[src/rtl/crc_seq_pkg.sv]
// Shared types and helpers for the CRC datapath sequencer: FSM state
// encoding, bus size encodings and the bytes-per-transfer lookup.
package crc_seq_pkg;

    typedef enum logic [1:0] {
        IDLE = 2'd0,
        PROC = 2'd1,
        RST  = 2'd2
    } state_t;

    localparam logic [1:0] BUS_SIZE_BYTE = 2'b00;
    localparam logic [1:0] BUS_SIZE_HALF = 2'b01;
    localparam logic [1:0] BUS_SIZE_WORD = 2'b10;
    localparam logic [1:0] BUS_SIZE_RSVD = 2'b11;

    // One FIFO entry holds the captured size above the 32-bit data word.
    localparam int ENTRY_W = 34;

    // Number of bytes to feed for a given bus size; reserved behaves as a word.
    function automatic logic [2:0] nbytes(input logic [1:0] size);
        case (size)
            BUS_SIZE_BYTE: nbytes = 3'd1;
            BUS_SIZE_HALF: nbytes = 3'd2;
            default:       nbytes = 3'd4;
        endcase
    endfunction

endpackage

[src/rtl/crc_datapath_sequencer_if.sv]
// Host-side write/control signals, flow-control feedback and the byte
// stream towards the CRC unit, bundled for the sequencer port list.
interface crc_datapath_sequencer_if;

    logic        buffer_write_en;
    logic [31:0] bus_wr;
    logic [1:0]  bus_size;
    logic        reset_chain;

    logic        buffer_full;
    logic        read_wait;
    logic        reset_pending;

    logic        crc_unit_en;
    logic [7:0]  data_byte;
    logic        last_byte;
    logic        crc_load_init;

    modport master (
        output buffer_write_en, bus_wr, bus_size, reset_chain,
        input  buffer_full, read_wait, reset_pending,
        input  crc_unit_en, data_byte, last_byte, crc_load_init
    );

    modport slave (
        input  buffer_write_en, bus_wr, bus_size, reset_chain,
        output buffer_full, read_wait, reset_pending,
        output crc_unit_en, data_byte, last_byte, crc_load_init
    );

endinterface

[src/rtl/crc_in_fifo.sv]
// Small synchronous FIFO buffering host words ahead of the CRC byte feeder.
// Push while full is only accepted when a pop frees the slot in the same
// cycle; flush empties the FIFO and wins over push and pop.
module crc_in_fifo #(
    parameter int DEPTH = 2,
    parameter int WIDTH = 34
) (
    input  logic                     clk,
    input  logic                     rst,
    input  logic                     push,
    input  logic                     pop,
    input  logic                     flush,
    input  logic [WIDTH-1:0]         wdata,
    output logic [WIDTH-1:0]         rdata,
    output logic                     full,
    output logic                     empty,
    output logic [$clog2(DEPTH):0]   count
);

    localparam int AW = $clog2(DEPTH);

    logic [WIDTH-1:0] mem_q [DEPTH];
    logic [WIDTH-1:0] mem_d [DEPTH];
    logic [AW-1:0]    wr_ptr_q, wr_ptr_d;
    logic [AW-1:0]    rd_ptr_q, rd_ptr_d;
    logic [AW:0]      count_q, count_d;
    logic             push_ok;
    logic             pop_ok;

    assign full    = (count_q == (AW+1)'(DEPTH));
    assign empty   = (count_q == '0);
    assign count   = count_q;
    assign rdata   = mem_q[rd_ptr_q];
    assign pop_ok  = pop && !empty;
    assign push_ok = push && (!full || pop_ok);

    // Next pointer/count/storage values; pointers wrap naturally for power-of-two depth.
    always_comb begin
        mem_d    = mem_q;
        wr_ptr_d = wr_ptr_q;
        rd_ptr_d = rd_ptr_q;
        count_d  = count_q;
        if (flush) begin
            wr_ptr_d = '0;
            rd_ptr_d = '0;
            count_d  = '0;
        end else begin
            if (push_ok) begin
                mem_d[wr_ptr_q] = wdata;
                wr_ptr_d        = wr_ptr_q + 1'b1;
            end
            if (pop_ok) begin
                rd_ptr_d = rd_ptr_q + 1'b1;
            end
            if (push_ok && !pop_ok) begin
                count_d = count_q + 1'b1;
            end else if (pop_ok && !push_ok) begin
                count_d = count_q - 1'b1;
            end
        end
    end

    // FIFO state registers with asynchronous clear.
    always_ff @(posedge clk or posedge rst) begin
        if (rst) begin
            mem_q    <= '{default: '0};
            wr_ptr_q <= '0;
            rd_ptr_q <= '0;
            count_q  <= '0;
        end else begin
            mem_q    <= mem_d;
            wr_ptr_q <= wr_ptr_d;
            rd_ptr_q <= rd_ptr_d;
            count_q  <= count_d;
        end
    end

endmodule

[src/rtl/crc_datapath_sequencer.sv]
// Buffers host words for the CRC unit and feeds them one byte per cycle,
// LSB first, according to the size captured with each word. A chain reset
// aborts the current word, flushes the buffer and pulses crc_load_init.
module crc_datapath_sequencer
    import crc_seq_pkg::*;
#(
    parameter int FIFO_DEPTH = 2
) (
    input  logic                      HCLK,
    input  logic                      HRESET,
    crc_datapath_sequencer_if.slave   bus
);

    state_t      state_q, state_d;
    logic [1:0]  byte_cnt_q, byte_cnt_d;
    logic [31:0] work_q, work_d;
    logic [1:0]  size_q, size_d;

    logic                          fifo_push;
    logic                          fifo_pop;
    logic                          fifo_flush;
    logic [ENTRY_W-1:0]            fifo_rdata;
    logic                          fifo_full;
    logic                          fifo_empty;
    logic [$clog2(FIFO_DEPTH):0]   fifo_count;

    logic       crc_unit_en;
    logic [7:0] data_byte;
    logic       last_byte;
    logic       crc_load_init;
    logic       reset_pending;
    logic       is_last;

    crc_in_fifo #(
        .DEPTH (FIFO_DEPTH),
        .WIDTH (ENTRY_W)
    ) u_fifo (
        .clk   (HCLK),
        .rst   (HRESET),
        .push  (fifo_push),
        .pop   (fifo_pop),
        .flush (fifo_flush),
        .wdata ({bus.bus_size, bus.bus_wr}),
        .rdata (fifo_rdata),
        .full  (fifo_full),
        .empty (fifo_empty),
        .count (fifo_count)
    );

    assign is_last = ({1'b0, byte_cnt_q} == (nbytes(size_q) - 3'd1));

    // Next-state, byte feeding and FIFO control; chain reset outranks pop, pop outranks push.
    always_comb begin
        state_d       = state_q;
        byte_cnt_d    = byte_cnt_q;
        work_d        = work_q;
        size_d        = size_q;
        fifo_pop      = 1'b0;
        fifo_flush    = 1'b0;
        crc_unit_en   = 1'b0;
        data_byte     = '0;
        last_byte     = 1'b0;
        crc_load_init = 1'b0;
        reset_pending = 1'b0;
        case (state_q)
            IDLE: begin
                if (bus.reset_chain) begin
                    state_d = RST;
                end else if (!fifo_empty) begin
                    fifo_pop   = 1'b1;
                    work_d     = fifo_rdata[31:0];
                    size_d     = fifo_rdata[33:32];
                    byte_cnt_d = '0;
                    state_d    = PROC;
                end
            end
            PROC: begin
                crc_unit_en = 1'b1;
                data_byte   = work_q[{byte_cnt_q, 3'b000} +: 8];
                last_byte   = is_last;
                if (bus.reset_chain) begin
                    state_d = RST;
                end else if (!is_last) begin
                    byte_cnt_d = byte_cnt_q + 2'd1;
                end else if (!fifo_empty) begin
                    fifo_pop   = 1'b1;
                    work_d     = fifo_rdata[31:0];
                    size_d     = fifo_rdata[33:32];
                    byte_cnt_d = '0;
                end else begin
                    state_d = IDLE;
                end
            end
            RST: begin
                crc_load_init = 1'b1;
                reset_pending = 1'b1;
                fifo_flush    = 1'b1;
                byte_cnt_d    = '0;
                state_d       = bus.reset_chain ? RST : IDLE;
            end
            default: begin
                state_d = IDLE;
            end
        endcase
        fifo_push = bus.buffer_write_en && !bus.reset_chain && (state_q != RST) &&
                    (!fifo_full || fifo_pop);
    end

    // Sequencer registers; HRESET clears everything without a load-init pulse.
    always_ff @(posedge HCLK or posedge HRESET) begin
        if (HRESET) begin
            state_q    <= IDLE;
            byte_cnt_q <= '0;
            work_q     <= '0;
            size_q     <= '0;
        end else begin
            state_q    <= state_d;
            byte_cnt_q <= byte_cnt_d;
            work_q     <= work_d;
            size_q     <= size_d;
        end
    end

    assign bus.crc_unit_en   = crc_unit_en;
    assign bus.data_byte     = data_byte;
    assign bus.last_byte     = last_byte;
    assign bus.crc_load_init = crc_load_init;
    assign bus.reset_pending = reset_pending;
    assign bus.buffer_full   = fifo_full;
    assign bus.read_wait     = (state_q != IDLE) || (fifo_count != '0);

endmodule

[src/flat_wrapper.sv]
// flat-port wrapper written by rule: the top's interface ports become plain ports
module crc_datapath_sequencer_flat import crc_seq_pkg::*;
#(
    parameter int FIFO_DEPTH = 2
)
  (HCLK, HRESET, bus_buffer_write_en, bus_bus_wr, bus_bus_size, bus_reset_chain, bus_buffer_full, bus_read_wait, bus_reset_pending, bus_crc_unit_en, bus_data_byte, bus_last_byte, bus_crc_load_init);
  crc_datapath_sequencer_if bus_i ();
  input  logic HCLK;
  input  logic HRESET;
  input wire logic [$bits(bus_i.buffer_write_en)-1:0] bus_buffer_write_en;
  input wire logic [$bits(bus_i.bus_wr)-1:0] bus_bus_wr;
  input wire logic [$bits(bus_i.bus_size)-1:0] bus_bus_size;
  input wire logic [$bits(bus_i.reset_chain)-1:0] bus_reset_chain;
  output wire logic [$bits(bus_i.buffer_full)-1:0] bus_buffer_full;
  output wire logic [$bits(bus_i.read_wait)-1:0] bus_read_wait;
  output wire logic [$bits(bus_i.reset_pending)-1:0] bus_reset_pending;
  output wire logic [$bits(bus_i.crc_unit_en)-1:0] bus_crc_unit_en;
  output wire logic [$bits(bus_i.data_byte)-1:0] bus_data_byte;
  output wire logic [$bits(bus_i.last_byte)-1:0] bus_last_byte;
  output wire logic [$bits(bus_i.crc_load_init)-1:0] bus_crc_load_init;
  assign bus_i.buffer_write_en = bus_buffer_write_en;
  assign bus_i.bus_wr = bus_bus_wr;
  assign bus_i.bus_size = bus_bus_size;
  assign bus_i.reset_chain = bus_reset_chain;
  assign bus_buffer_full = bus_i.buffer_full;
  assign bus_read_wait = bus_i.read_wait;
  assign bus_reset_pending = bus_i.reset_pending;
  assign bus_crc_unit_en = bus_i.crc_unit_en;
  assign bus_data_byte = bus_i.data_byte;
  assign bus_last_byte = bus_i.last_byte;
  assign bus_crc_load_init = bus_i.crc_load_init;
  crc_datapath_sequencer #(.FIFO_DEPTH(FIFO_DEPTH)) u_core (.HCLK(HCLK), .HRESET(HRESET), .bus(bus_i));
endmodule
[config.mk]
export PLATFORM = sky130hd
export DESIGN_NAME = crc_datapath_sequencer_flat
export DESIGN_NICKNAME = d
export VERILOG_FILES = /design/src/rtl/crc_seq_pkg.sv /design/src/rtl/crc_datapath_sequencer_if.sv /design/src/rtl/crc_in_fifo.sv /design/src/rtl/crc_datapath_sequencer.sv /design/src/flat_wrapper.sv
export SDC_FILE = /design/constraint.sdc
export NUM_CORES = 1
export LEC_CHECK = 0
export ABC_AREA = 0
export BUFFER_PORTS_ARGS = -buffer_cell sky130_fd_sc_hd__buf_2
export CAP_MARGIN = 5
export CORE_ASPECT_RATIO = 0.8
export CORE_UTILIZATION = 50
export CTS_BUF_LIST = sky130_fd_sc_hd__clkbuf_8
export DETAILED_ROUTE_END_ITERATION = 6
export GPL_TIMING_DRIVEN = 0
export PLACE_DENSITY = 0.69
export SLEW_MARGIN = 10
export SYNTH_ARGS = -nofsm -noshare
export SYNTH_HDL_FRONTEND = slang
export SYNTH_SLANG_ARGS = --single-unit
export TNS_END_PERCENT = 1
[constraint.sdc]
create_clock -name HCLK -period 5.22 [get_ports HCLK]
set_clock_uncertainty 0.15 [all_clocks]
set_input_delay 0.522 -clock HCLK [delete_from_list [all_inputs] [get_ports HCLK]]
set_output_delay 0.522 -clock HCLK [all_outputs]
set_load 0.005 [all_outputs]
==> summary.md <==
| Metric | Value |
|---|---|
| Max FO, Critical Path | `9` |
| Area added between synthesis and finish | `12.7%` |
| Outcome | `finished clean` |
| Post-synth net total | `about 450` |
| Maximum number of pins on one net before global-route repair | `85` |
| Ratio of cells with drive above 1 in the final layout | `between 30% and 40%` |
| Unrepaired setup endpoints after global routing | `no` |
| Worst reg-to-reg path cell count | `11` |
| Detail Route met3 WL | `~470 um` |
| Number of design-rule violations left by the first detailed-router iteration | `346` |
| Required time of the critical path | `5380 ps` |
| Post-synthesis xor/xnor area fraction | `less than 1%` |
| Worst slack at placement | `1880 ps` |
| Commonest non-fill, non-tap cells in the layout | `sky130_fd_sc_hd__dfrtp_1 (110), sky130_fd_sc_hd__o21ai_0 (78), sky130_fd_sc_hd__mux2_4 (60)` |
| CTS sink count | `between 100 and 150` |
| Top cell type by total area after synthesis | `sky130_fd_sc_hd__dfrtp_1` |
| Number of standard cells after synthesis | `about 400` |
| Relative max-transition margin | `~46%` |
| Number of synthesized register bits | `between 100 and 150` |
| Number of synthesis warnings | `0` |
| Number of max-slew violations in the final report | `0` |
| Hold slack | `approximately 230 ps` |
| CTS-repair resized insts | `0` |
| Main combinational cell family by area after synthesis | `multiplexers` |
| Start-to-end type of the worst setup path | `flip-flop to flip-flop` |
| Number of buffers created by CTS | `9` |
| Via count of the first global-routing pass | `around 3600` |
| Post-CTS Hold Fix Bufs | `1` |
| ANT nets after route | `0` |
| Post-Route WL | `between 10000 and 15000 um` |
| Standby leakage power | `approximately 2.9 nW` |
| Final RePlAce weighted congestion | `0.848` |
| Highest achievable clock rate | `around 300 MHz` |
| Largest cells by area after synthesis | `sky130_fd_sc_hd__dfrtp_1 (51%), sky130_fd_sc_hd__mux2_4 (17%), sky130_fd_sc_hd__o21ai_0 (7.2%)` |
| Most common cell after layout, fill and taps aside | `sky130_fd_sc_hd__dfrtp_1` |
| Peak VDD IR | `approximately 0.36 mV` |
| Crit end category | `flip-flop` |
| Area of the core | `10400 um2` |
| Hold crit path type | `input port to flip-flop` |
| Slew of the pin with the lowest slew margin | `just over 800 ps` |
| DRC Markers | `0` |
| WL per Instance | `about 18 um` |
| Post-Synthesis Mean Instance Area | `~13 um2` |
| Site Rows | `33` |
| Time the final worst path needs with I/O delays and setup | `3370 ps` |
| Last element of the critical path | `u_core.u_fifo.count[1]` |
| Power per cell area | `around 600 nW/um2` |
| Initial antenna violation count | `0` |
| Crit path launch type | `flip-flop` |
| Clock insertion delay at the later pin of the skew report | `between 300 and 400 ps` |
| Arrival time worst endpoint | `approximately 3500 ps` |
| Via Count | `3466` |
| Non-Filler Instances | `between 600 and 700` |
| Final antenna diode count | `0` |
| IO Count | `52` |
| Height of the die | `94.9 um` |
| Post-CTS setup-driven buffer insertion count | `0` |
| Final setup viols | `0` |
| Critical Path Source | `u_core.size_q[1]` |
| Clock tree from TritonCTS | `done` |
| Worst reg2reg path startpoint | `u_core.size_q[1]` |
| Global-route wire length before repair | `about 18000 um` |
| Post-synthesis compound-gate area fraction | `10.6%` |
| Vias per std cell | `about 5.6` |
| Final number of hold-violating endpoints | `0` |
| Port-buffer cells | `51` |
| Max-capacitance violation count | `0` |
| Yosys top cell area share | `between 50% and 60%` |
| H-tree levels | `3` |
| Sequential area share after synthesis | `51.1%` |
| M1 WL | `about 5100 um` |
| Post-synth cell types | `between 40 and 50` |
| Hold wc startpoint | `bus_bus_wr[10]` |
| Clk pin slew, worst setup/hold paths | `~110 ps` |
| Routed length on met2 | `5270 um` |
| Cell Count Post-Placement | `approximately 600` |
| Adder-cell share of the synthesized area | `under 10%` |
| Starting density of the core | `just over 50%` |
| Area of the die | `11200 um2` |
| First drt pass iteration count | `5` |
| HPWL after detailed placement | `7900 um` |
| RR Endpoint | `u_core.u_fifo.count[1]` |
| Post-route setup slack | `about 1800 ps` |
| Total GRT Usage | `roughly 22%` |
| Maximum number of buffers from clock root to sink | `2` |
| Post-synthesis share of cell area spent on and, or, nand and nor gates | `4.27%` |
| Top routing layer in use | `met4` |
| Final critical-path share of the clock period | `between 60% and 70%` |
| Portion of netlist area occupied by mux cells | `approximately 28%` |
| Reg-to-reg setup timing slack | `roughly 1800 ps` |
| Filler cell count | `859` |
| Gr ovfl total | `0` |
| Cell at the root of the clock tree | `sky130_fd_sc_hd__clkbuf_8` |
| Post-layout nets | `between 500 and 600` |
| Die outline width | `roughly 120 um` |
| Synthesized area | `5390 um2` |
| Summed negative setup slack over all endpoints | `0 ps` |
## Yosys cell counts
library cell and n:
sky130_fd_sc_hd__a211oi_2 1, sky130_fd_sc_hd__a21o_1 1, sky130_fd_sc_hd__a21oi_1 6, sky130_fd_sc_hd__a22o_1 1, sky130_fd_sc_hd__a22oi_4 2, sky130_fd_sc_hd__a32oi_1 1
sky130_fd_sc_hd__a41oi_1 1, sky130_fd_sc_hd__and2_1 9, sky130_fd_sc_hd__and3_1 1, sky130_fd_sc_hd__buf_1 2, sky130_fd_sc_hd__buf_2 2, sky130_fd_sc_hd__buf_4 1
sky130_fd_sc_hd__buf_6 7, sky130_fd_sc_hd__clkbuf_1 16, sky130_fd_sc_hd__dfrtp_1 110, sky130_fd_sc_hd__ha_1 6, sky130_fd_sc_hd__inv_1 9, sky130_fd_sc_hd__mux2_2 8
sky130_fd_sc_hd__mux2_4 60, sky130_fd_sc_hd__mux2i_1 34, sky130_fd_sc_hd__mux4_2 8, sky130_fd_sc_hd__nand2_1 8, sky130_fd_sc_hd__nand2b_1 2, sky130_fd_sc_hd__nand3_1 1
sky130_fd_sc_hd__nand3b_1 1, sky130_fd_sc_hd__nor2_1 6, sky130_fd_sc_hd__nor2b_1 1, sky130_fd_sc_hd__nor3_1 4, sky130_fd_sc_hd__nor3b_1 1, sky130_fd_sc_hd__nor4_4 1
sky130_fd_sc_hd__nor4b_1 1, sky130_fd_sc_hd__o21ai_0 78, sky130_fd_sc_hd__o21ai_1 1, sky130_fd_sc_hd__o21ai_2 1, sky130_fd_sc_hd__o21ba_2 1, sky130_fd_sc_hd__o31a_1 1
sky130_fd_sc_hd__o31ai_1 1, sky130_fd_sc_hd__o32ai_1 1, sky130_fd_sc_hd__o41a_1 1, sky130_fd_sc_hd__or2_2 1, sky130_fd_sc_hd__or3_1 2, sky130_fd_sc_hd__or4_1 1
sky130_fd_sc_hd__xnor2_1 2, sky130_fd_sc_hd__xor2_1 4
## cells by family (layout without fill, tap and decap cells)
logic type / Yosys count / after routing
compound gates: 98 / 98
fa+ha+maj: 6 / 6
flops: 110 / 110
buf+inv: 37 / 106
mux: 110 / 110
xor+xnor: 6 / 6
simple gates: 40 / 40
## registers in the layout, summed over array words and instances (netlist names)
register	flops
u_core.u_fifo.wr_ptr_q	1
u_core.size_q	2
u_core.u_fifo.mem_q	68
u_core.u_fifo.rd_ptr_q	1
u_core.byte_cnt_q	2
u_core.work_q	32
u_core.state_q	2
u_core.u_fifo.count	2
## worst max-delay path, cell delays in order, from the launching register on
cell	delay [ps]
sky130_fd_sc_hd__dfrtp_1	370
sky130_fd_sc_hd__buf_2	160
sky130_fd_sc_hd__or2_2	280
sky130_fd_sc_hd__ha_1	360
sky130_fd_sc_hd__xnor2_1	190
sky130_fd_sc_hd__nor4_4	480
sky130_fd_sc_hd__and2_1	210
sky130_fd_sc_hd__buf_6	140
sky130_fd_sc_hd__o21ai_0	100
sky130_fd_sc_hd__ha_1	360
sky130_fd_sc_hd__or3_1	350
sky130_fd_sc_hd__a21oi_1	140
## through the flow
stage	utilization, %	cell area (um2)	power (mW)
after floorplan	-	5390	2.69
after global placement	56.2	5820	3.03
after detailed placement	56.5	5850	3.11
after CTS	58.6	6070	3.66
after global routing	58.6	6070	3.89
final	58.6	6070	3.64
## worst min path at each step
stage                                          to  slack (ps)  cells after the start
final                     u_core.u_fifo.mem_q[10]         230                      2
after global routing      u_core.u_fifo.mem_q[31]         210                      2
after CTS                 u_core.u_fifo.mem_q[10]         210                      2
after detailed placement  u_core.u_fifo.mem_q[45]         340                      1
after global placement    u_core.u_fifo.mem_q[29]         340                      1
after floorplan                 u_core.work_q[16]         320                      2
## final cells by class
type                       instances  area [um2]  share of cell area (%)
clock buffer                       9         124                    2.04
inverter                           9        38.8                   0.639
buffer                            28         164                    2.70
tap                              140         175                    2.88
sequential                       110        2750                    45.3
timing repair buffer              53         293                    4.82
clock inverter                     7        88.8                    1.46
multi-input combinational        260        2440                    40.1
## power by group
group	total, mW	switching [mW]	internal, mW
combinational	1.58	0.746	0.836
sequential	1.51	0.249	1.26
clock	0.541	0.307	0.234
total	3.64	1.30	2.33
## routing by layer
layer,track usage (%),up-vias
met3,4.77,16
li1,-,1591
met2,36.0,95
met1,28.9,1764
met5,0,-
met4,4.81,0
No activity file was read; power rests on OpenSTA's default activity.
